$ cat config.mk
export PLATFORM = sky130hd
export DESIGN_NAME = muldiv_unit
export DESIGN_NICKNAME = d
export VERILOG_FILES = /design/src/rtl/muldiv_pkg.sv /design/src/rtl/muldiv_unit.sv
export SDC_FILE = /design/constraint.sdc
export NUM_CORES = 1
export LEC_CHECK = 0
export ABC_AREA = 1
export BUFFER_PORTS_ARGS = -buffer_cell sky130_fd_sc_hd__buf_2
export CAP_MARGIN = 5
export CORE_ASPECT_RATIO = 1.1
export CORE_MARGIN = 2
export CORE_UTILIZATION = 50
export CTS_BUF_LIST = sky130_fd_sc_hd__clkbuf_16
export DETAILED_ROUTE_END_ITERATION = 10
export HOLD_SLACK_MARGIN = 0.1
export PLACE_DENSITY_LB_ADDON = 0.25
export REMOVE_ABC_BUFFERS = 1
export SLEW_MARGIN = 10
export SYNTH_ARGS = -nofsm -noshare
export SYNTH_HDL_FRONTEND = slang
export SYNTH_SLANG_ARGS = --single-unit
$ cat constraint.sdc
create_clock -name clk -period 5.7 [get_ports clk]
set_clock_uncertainty 0.15 [all_clocks]
set_input_delay 0 -clock clk [delete_from_list [all_inputs] [get_ports clk]]
set_output_delay 0 -clock clk [all_outputs]
set_load 0.01 [all_outputs]
$ cat src/rtl/muldiv_pkg.sv
// Shared decoder types for the execute stage.
// alu_op_e carries every ALU/M-extension operation select.
package muldiv_pkg;

    typedef enum logic [4:0] {
        ALU_ADD, ALU_SUB, ALU_SLL, ALU_SLT, ALU_SLTU, ALU_XOR,
        ALU_SRL, ALU_SRA, ALU_OR, ALU_AND,
        ALU_MUL, ALU_MULH, ALU_MULSU, ALU_MULU,
        ALU_DIV, ALU_DIVU, ALU_REM, ALU_REMU
    } alu_op_e;

endpackage

$ cat src/rtl/muldiv_unit.sv
// Iterative RV32M multiply/divide unit.
// One bit per cycle on magnitudes, with sign fix-up on the last iteration.
module muldiv_unit
    import muldiv_pkg::*;
#(
    parameter int XLEN = 32
) (
    input  logic            clk,
    input  logic            rst,
    input  logic            start,
    input  alu_op_e         alu_op,
    input  logic [XLEN-1:0] op_a,
    input  logic [XLEN-1:0] op_b,
    input  logic            kill,
    output logic            busy,
    output logic            done,
    output logic [XLEN-1:0] result
);

    typedef enum logic [1:0] {S_IDLE, S_CALC, S_DONE} state_e;

    state_e          r_state;
    state_e          w_next;
    alu_op_e         r_op;
    logic [5:0]      r_cnt;
    logic [XLEN-1:0] r_hi;
    logic [XLEN-1:0] r_lo;
    logic [XLEN-1:0] r_b;
    logic [XLEN-1:0] r_result;
    logic            r_neg;
    logic            r_rneg;

    logic            w_valid;
    logic            w_is_div;
    logic            w_sa;
    logic            w_sb;
    logic            w_div0;
    logic            w_ovf;
    logic            w_fast;
    logic            w_accept;
    logic            w_last;
    logic            w_calc_div;
    logic [XLEN:0]   w_sum;
    logic [XLEN:0]   w_shift;
    logic [XLEN:0]   w_diff;
    logic            w_ge;
    logic [XLEN-1:0] w_hi_n;
    logic [XLEN-1:0] w_lo_n;
    logic [2*XLEN-1:0] w_prod;
    logic [2*XLEN-1:0] w_prod_s;
    logic [XLEN-1:0] w_final;

    assign w_valid  = alu_op inside {ALU_MUL, ALU_MULH, ALU_MULSU, ALU_MULU,
                                     ALU_DIV, ALU_DIVU, ALU_REM, ALU_REMU};
    assign w_is_div = alu_op inside {ALU_DIV, ALU_DIVU, ALU_REM, ALU_REMU};
    assign w_sa     = op_a[XLEN-1] &&
                      (alu_op inside {ALU_MULH, ALU_MULSU, ALU_DIV, ALU_REM});
    assign w_sb     = op_b[XLEN-1] &&
                      (alu_op inside {ALU_MULH, ALU_DIV, ALU_REM});
    assign w_div0   = w_is_div && (op_b == '0);
    assign w_ovf    = (alu_op inside {ALU_DIV, ALU_REM}) &&
                      (op_a == {1'b1, {(XLEN-1){1'b0}}}) && (&op_b);
    assign w_fast   = w_div0 || w_ovf;
    assign w_accept = (r_state == S_IDLE) && start && w_valid && !kill;
    assign w_last   = (r_state == S_CALC) && (r_cnt == 6'(XLEN - 1));

    // One shift-add (multiply) or restoring-subtract (divide) step.
    assign w_calc_div = r_op inside {ALU_DIV, ALU_DIVU, ALU_REM, ALU_REMU};
    assign w_sum   = {1'b0, r_hi} + (r_lo[0] ? {1'b0, r_b} : '0);
    assign w_shift = {r_hi, r_lo[XLEN-1]};
    assign w_diff  = w_shift - {1'b0, r_b};
    assign w_ge    = !w_diff[XLEN];

    always_comb begin
        if (w_calc_div) begin
            w_hi_n = w_ge ? w_diff[XLEN-1:0] : w_shift[XLEN-1:0];
            w_lo_n = {r_lo[XLEN-2:0], w_ge};
        end else begin
            w_hi_n = w_sum[XLEN:1];
            w_lo_n = {w_sum[0], r_lo[XLEN-1:1]};
        end
    end

    assign w_prod   = {w_hi_n, w_lo_n};
    assign w_prod_s = r_neg ? -w_prod : w_prod;

    always_comb begin
        w_final = '0;
        unique case (r_op)
            ALU_MUL:                       w_final = w_prod_s[XLEN-1:0];
            ALU_MULH, ALU_MULSU, ALU_MULU: w_final = w_prod_s[2*XLEN-1:XLEN];
            ALU_DIV, ALU_DIVU:             w_final = r_neg ? -w_lo_n : w_lo_n;
            ALU_REM, ALU_REMU:             w_final = r_rneg ? -w_hi_n : w_hi_n;
            default:                       w_final = '0;
        endcase
    end

    always_ff @(posedge clk) begin
        if (rst) r_state <= S_IDLE;
        else     r_state <= w_next;
    end

    always_comb begin
        w_next = r_state;
        if (kill) begin
            w_next = S_IDLE;
        end else begin
            unique case (r_state)
                S_IDLE:  if (start && w_valid)
                             w_next = w_fast ? S_DONE : S_CALC;
                S_CALC:  if (w_last) w_next = S_DONE;
                S_DONE:  w_next = S_IDLE;
                default: w_next = S_IDLE;
            endcase
        end
    end

    always_comb begin
        busy = (r_state != S_IDLE);
        done = (r_state == S_DONE);
    end

    assign result = r_result;

    // Multiplier and dividend share r_lo; multiplicand and divisor share r_b.
    always_ff @(posedge clk) begin
        if (rst) begin
            r_op     <= ALU_ADD;
            r_cnt    <= '0;
            r_hi     <= '0;
            r_lo     <= '0;
            r_b      <= '0;
            r_neg    <= 1'b0;
            r_rneg   <= 1'b0;
            r_result <= '0;
        end else if (w_accept) begin
            r_op   <= alu_op;
            r_cnt  <= '0;
            r_hi   <= '0;
            r_lo   <= w_sa ? -op_a : op_a;
            r_b    <= w_sb ? -op_b : op_b;
            r_neg  <= w_sa ^ w_sb;
            r_rneg <= w_sa;
            if (w_div0)
                r_result <= (alu_op inside {ALU_DIV, ALU_DIVU}) ? '1 : op_a;
            else if (w_ovf)
                r_result <= (alu_op == ALU_DIV) ? op_a : '0;
        end else if (r_state == S_CALC && !kill) begin
            r_hi  <= w_hi_n;
            r_lo  <= w_lo_n;
            r_cnt <= r_cnt + 6'd1;
            if (w_last) r_result <= w_final;
        end
    end

endmodule

==> results.md, run 1 <==
- Status: complete, no violations
- CTS sink cnt: 143
- Netlist cell types: 62
- Initial Util: 50.6%
- Synthesized cell area: 17,700 µm²
- Clk pin slew, worst setup/hold paths: 0.07 ns
- Final slew viol count: 0
- Placed cell areas: 18,500 µm²
- Peak VDD IR: 0.244 mV
- Global-route wire length before repair: 117,000 µm
- Remaining antenna violation count: 0
- Clk buf depth: 2
- CP endpoint kind: flop
- FP Rows: 72
- Die area: 37,000 µm²
- Top routing layer in use: met5
- Final Hold Vio Count: 0
- Synthesized instance count: 3,222
- Lkg Pwr: 11.1 nW
- Slew margin rel.: 20.1%
- Via Count: 22,400
- Vias in the first global route: 21,200
- Max Clock Freq: 185 MHz
- Post-route clock period utilization: 95.0%
- Pin count of the biggest net entering global routing: 110
- CP Launch Type: input port
- Met3 routed WL: 6370 µm
- Port Buffers: 106
- Max-cap violations: 0
- Wirelength per Cell: 20.1 µm
- Root Driver: clkbuf_16
- Slowest cell on crit path: nor2_1
- Core region area: 35,000 µm²
- DRC Markers: 0
- Crit path buf inv count: 8
- DR iter-0 viols: 2,155
- CP top delay family: buffers and inverters
- Slew @ Worst Pin: 1.19 ns
- WHS: 0.196 ns
- Clock Latency Late Sink: 0.48 ns
- HP Class: in -> reg
- Crit path launch: alu_op[2]
- Worst Path Required: 5.94 ns
- Worst path max stage delay: 0.86 ns
- Met2 Wirelength: 37,000 µm
- GRT overflow: 0
- Average cell area after synthesis: 5.50 µm²
- Power Dens Cells: 191 nW/µm²
- Setup CP Type: in -> reg
- Yosys warning total: 0
- Postcts setup bufs: 0
- Vias per cell: 5.80
- Die width: 184 µm
- Area grow syn2layout: 16.4%
- Post-route standard cell area excluding fillers: 20,600 µm²
- Critical path peak fanout: 14
- Final wirelength: 77,800 µm
- Post-DP HPWL: 58,700 µm
- Htree depth: 4
- Final setup viols: 0
- Reg2Reg Launch Point: r_lo[31]
- Ant diodes: 0
- Gpl congestion: 1.07
- #FFs+latches synth: 143
- Setup TNS: 0 ns
- Fin crit period: 5.42 ns
- First drt pass iteration count: 6
- Die height: 201 µm
- PostCTS Resize Cnt: 0
- Post-synthesis sequential area ratio: 16.2%
- RSZ-0062 raised after global routing: false
- Cts bufs inserted: 17
- CTS tree: done
- M1 wire length: 28,600 µm
- Fill cell count: 3,599
- Crit path DAT: 5.66 ns
- Commonest non-fill, non-tap cells in the layout: nand2_1 (872), inv_1 (530), nand3_1 (291)
- Nets: 3,560
- Min-delay src: alu_op[4]
- Share of layout cells above drive strength 1: 9.80%
- Initial antenna violation count: 2
- GRT Total Usage: 41.4%
- Top-Level Pins: 107
- Commonest non-fill, non-tap cell in the layout: nand2_1
- CP cell instances: dlygate4sd3_1, buf_2, nand2_1, nor2_1, inv_1, nand3_1, nand2_1, dlygate4sd3_1, inv_1, nand2_1, nor2_1, clkinv_2, nor2_2, inv_1, a21oi_1, o21ai_0, dlygate4sd3_1, o21ai_0
-- final timing paths --
kind	end	slack [ns]	cells after the start
setup / recovery	r_b[20]	0.28	18
hold / removal	r_op[4]	0.20	3
setup reg to reg	result[16]	0.59	33
hold reg to reg	r_cnt[5]	0.33	2
-- Yosys cell counts, drive strengths merged --
cell type  instances  area (µm²)
a2111oi            1        8.76
a211oi             1        7.51
a21o               7        52.6
a21oi            275        1440
a221oi             2        17.5
a22o               2        17.5
a22oi              1        7.51
a31oi              4        25.0
a32o               1        10.0
a32oi              3        26.3
and2               4        25.0
buf               38         273
clkbuf            72         270
clkinv             2        7.51
dfxtp            143        2860
fa                 2        40.0
ha                70         876
inv              550        2060
mux2i              2        23.8
nand2            927        3670
nand3            301        1570
nand3b            16         120
nand4             36         244
nor2             277        1190
nor3              48         245
nor4               8        56.3
o211ai            16         120
o21a               5        37.5
o21ai            293        1520
o21bai             7        52.6
o221ai             2        17.5
o22ai             23         144
o311ai             2        17.5
o31ai              1        12.5
o32ai              2        17.5
o41ai              1        8.76
or2               18         113
xnor2             12         105
xor2              47         412
-- per-layer routing --
layer	vias to the layer above	global-route usage, %
li1	10800	-
met1	10200	45.6
met2	1191	71.5
met3	288	7.48
met4	4	29.0
met5	-	0
-- power by group --
| part | switching, mW | internal [mW] | total [mW] |
|---|---|---|---|
| registers | 0.0285 | 1.03 | 1.06 |
| clock network | 0.535 | 0.729 | 1.26 |
| logic | 1.13 | 0.497 | 1.62 |
-- metrics by stage --
stage / power, mW / setup WS [ns] / cells / util (%)
detailed placement: 2.57 / 0.770 / 3692 / 52.9
global route: 4.13 / 0.197 / 3871 / 58.9
CTS: 3.89 / 0.684 / 3871 / 58.9
floorplan: 2.10 / 1.05 / 3112 / -
global placement: 2.56 / 0.892 / 3692 / 52.9
finish: 3.95 / 0.282 / 3871 / 58.9
-- state kept, by name, summed over array words and instances, names as in the netlist --
name / count
r_rneg: 1
result: 32
r_state: 2
r_hi: 32
r_cnt: 6
r_op: 5
r_lo: 32
r_neg: 1
r_b: 32
-- worst min-delay path: cells and delay by family --
kind | cells | cell delay, ns
buffers and inverters | 2 | 0.65
AOI/OAI and AO/OA | 1 | 0.14
-- cells by family (layout without fill, tap and decap cells) --
group / after synthesis / after routing / share of synthesized area (%)
adders and majority gates: 72 / 72 / 5.17
and+or+nand+nor: 1635 / 1635 / 40.8
muxes: 2 / 2 / 0.134
AOI/OAI and AO/OA: 649 / 649 / 20.1
xor gates and xnor gates: 59 / 59 / 2.92
DFF: 143 / 143 / 16.2
buffers and inverters: 662 / 867 / 14.8
-- final cells by class --
cell class	count	area [µm²]	share of cell area [%]
Sequential cell	143	2860	13.9
Multi-Input combinational cell	2417	12300	59.5
Timing Repair Buffer	284	2250	10.9
Tap cell	444	556	2.69
Inverter	552	2070	10.1
Clock inverter	14	194	0.940
Clock buffer	17	425	2.06
-- what timing repair did --
action | 4_1_cts | 5_1_grt
setup endpoints to repair | 0 | 0
hold buffers | 148 | 0
endpoints found under the hold margin | 112 | 0
Note: power is estimated with default switching activity, not from simulation.
==> inputs of run 2 (changes only) <==
Settings changed: CAP_MARGIN 5 to 20, REMOVE_ABC_BUFFERS 1 to unset.
==> run 2 against run 1 <==
The run now ends with DRC left. Die area unchanged. Core utilization decreased by 0.12 points. Highest routed layer unchanged. Final area is 0.21% lower. Clock power barely moved. Combinational power about the same. Sequential power about the same. Setup slack improved by 0.34 ns. Flip-flop and latch count unchanged. Non-clock buffer count decreased by 6. Final cell count decreased by 0.13%. Critical path depth up 12. Clock-buffer cell count unchanged.
==> results.md, run 2 (synthesized netlist as in run 1, its figures left out) <==
- First drt pass iteration count: 11 (+5)
- Die area: 37,000 µm² (unchanged)
- DR iter-0 viols: 2,386 (+11%)
- Commonest non-fill, non-tap cells in the layout: nand2_1 (872), inv_1 (529), nand3_1 (291)
- Htree depth: 4 (unchanged)
- Clk pin slew, worst setup/hold paths: 0.07 ns (about the same)
- Critical path peak fanout: 36 (+22)
- Peak VDD IR: 0.222 mV (-9.3%)
- Lkg Pwr: 11.1 nW (about the same)
- Vias per cell: 5.91 (+2.0%)
- Clk pwr share: 31.6% (-0.4 points)
- Fill cell count: 3,469 (-3.6%)
- Final wirelength: 82,200 µm (+5.6%)
- Worst setup margin: 0.625 ns (+0.343 ns)
- Slew margin rel.: 26.5% (+6.4 points)
- Setup TNS: 0 ns (unchanged)
- P_sw: 1.72 mW (+1.4%)
- Clock Latency Late Sink: 0.48 ns (about the same)
- Port Buffers: 106 (unchanged)
- HP Class: in -> reg
- Share of layout cells above drive strength 1: 9.85% (+0.044 points)
- Die width: 184 µm (unchanged)
- Global-route wire length before repair: 123,000 µm (+5.1%)
- R2R Setup Slk: 0.63 ns (+0.04 ns)
- Failing checks: DRC
- Initial antenna violation count: 1 (-1)
- CTS sink cnt: 143 (unchanged)
- FP Rows: 72 (unchanged)
- Post-route clock period utilization: 89.0% (-6.0 points)
- Gpl congestion: 1.03 (-3.6%)
- Min-delay src: alu_op[4]
- Root Driver: clkbuf_16
- Slowest cell on crit path: fa_1
- Core region area: 35,000 µm² (unchanged)
- Slew @ Worst Pin: 1.10 ns (-0.0932 ns)
- Pin count of the biggest net entering global routing: 104 (-5.5%)
- Max-cap violations: 0 (unchanged)
- Worst path max stage delay: 0.44 ns (-0.42 ns)
- Wirelength per Cell: 21.3 µm (+5.7%)
- RSZ-0062 raised after global routing: false
- Top-Level Pins: 107 (unchanged)
- Area grow syn2layout: 16.1%
- Final slew viol count: 0 (unchanged)
- Post-DP HPWL: 62,900 µm (+7.2%)
- Fin crit period: 5.07 ns (-0.343 ns)
- Status: finished, violations left
- Pre-CTS setup slack: 0.765 ns (-0.00416 ns)
- Initial Util: 50.6% (unchanged)
- FF-to-FF path depth: 30 (-9.1%)
- Power Dens Cells: 193 nW/µm² (+0.85%)
- Crit path DAT: 5.33 ns (-0.33 ns)
- Cts bufs inserted: 17 (unchanged)
- Vias in the first global route: 21,600 (+1.6%)
- Final Hold Vio Count: 0 (unchanged)
- Sequential Power Share: 26.8% (about the same)
- Most frequent CP cell: nand2_1
- GRT overflow: 0 (unchanged)
- Hold path cells: 3 (unchanged)
- Max Clock Freq: 197 MHz (+6.8%)
- Internal power: 2.26 mW (about the same)
- Worst Path Required: 5.96 ns (+0.02 ns)
- Die height: 201 µm (unchanged)
- Area of the multi-input gates: 12,300 µm² (about the same)
- Remaining antenna violation count: 0 (unchanged)
- Final setup viols: 0 (unchanged)
- FF/Latch Area: 2870 µm² (about the same)
- CP top delay family: simple AND/OR/NAND/NOR gates
- Post-Syn Nets: 3,367
- Nets: 3,554 (-0.17%)
- CP Launch Type: flop
- Switch share: 43.2% (+0.35 points)
- GRT Total Usage: 43.8% (+2.4 points)
- Via Count: 22,900 (+1.8%)
- CP endpoint kind: flop
- Clk buf depth: 2 (unchanged)
- Hold endpoint: r_op[4]
- RR Endpoint: result[4]
- CTS tree: done
- Commonest non-fill, non-tap cell in the layout: nand2_1
- Gate power share: 41.6% (+0.5 points)
- Crit path buf inv count: 4 (-4)
- Reg2Reg Launch Point: r_lo[31]
- Ant diodes: 0 (unchanged)
- Setup CP Type: reg -> reg
- DRC Markers: 1 (+1)
run 2: cell types whose count changed in the layout (fill, tap and decap cells not counted), moves of 2 or more:
cell / delta
dlygate4sd3_1: -5
clkinv_4: -2
buf_4: -2
clkinv_2: +5
clkinvlp_4: -2
run 2: power groups by stage:
stage	registers, mW	clock network, mW	logic, mW
after global placement	1.08	0	1.52
after global routing	1.07	1.28	1.79
after floorplan	1.08	0	1.10
final	1.07	1.26	1.65
after CTS	1.06	1.24	1.60
after detailed placement	1.09	0	1.53
run 2: worst max path at each step:
stage | start | end | slack [ns] | cells after the start
after floorplan | r_lo[31] | result[30] | 1.89 | 33
after global placement | r_lo[31] | result[4] | 0.91 | 30
after detailed placement | r_lo[31] | result[30] | 0.77 | 33
after CTS | r_lo[31] | result[30] | 0.75 | 33
after global routing | r_lo[31] | result[28] | 0.21 | 33
final | r_lo[31] | result[4] | 0.63 | 30
run 2: layout make-up:
cell class / instances / share of cell area [%]
inverter: 552 / 10.1
tap: 444 / 2.70
clock inverter: 15 / 0.930
multi-input combinational: 2417 / 59.6
timing repair buffer: 278 / 10.7
clock buffer: 17 / 2.07
sequential: 143 / 13.9
run 2: metal layers:
layer	GRT usage, %	up-vias	part of all wire, %
li1	-	10700	-
met1	48.1	10300	35
met2	74.8	1458	47
met3	7.37	425	8.7
met4	33.9	2	9.4
met5	0	-	0.016
run 2: repair_timing:
item,CTS,global route
resized for setup,0,0
hold buffers,143,0
hold endpoints to repair,112,0
setup buffers,0,0
run 2: worst reg2reg max path: cells and delay by family (launching register included):
family | cells | cell delay [ns]
buffers and inverters | 4 | 0.40
and+or+nand+nor | 20 | 2.40
AOI/OAI and AO/OA | 3 | 0.77
DFF | 1 | 0.36
adders and majority gates | 3 | 0.93
run 2: metrics by stage:
stage	cells	cell area (µm²)	utilization [%]	power, mW	hold WS, ns
after floorplan	3222	17700	-	2.18	-0.0109
after global placement	3690	18500	52.8	2.61	0.135
after detailed placement	3690	18500	52.8	2.61	0.139
after CTS	3865	20600	58.7	3.91	0.188
after global routing	3866	20600	58.7	4.14	0.231
final	3866	20600	58.7	3.97	0.197
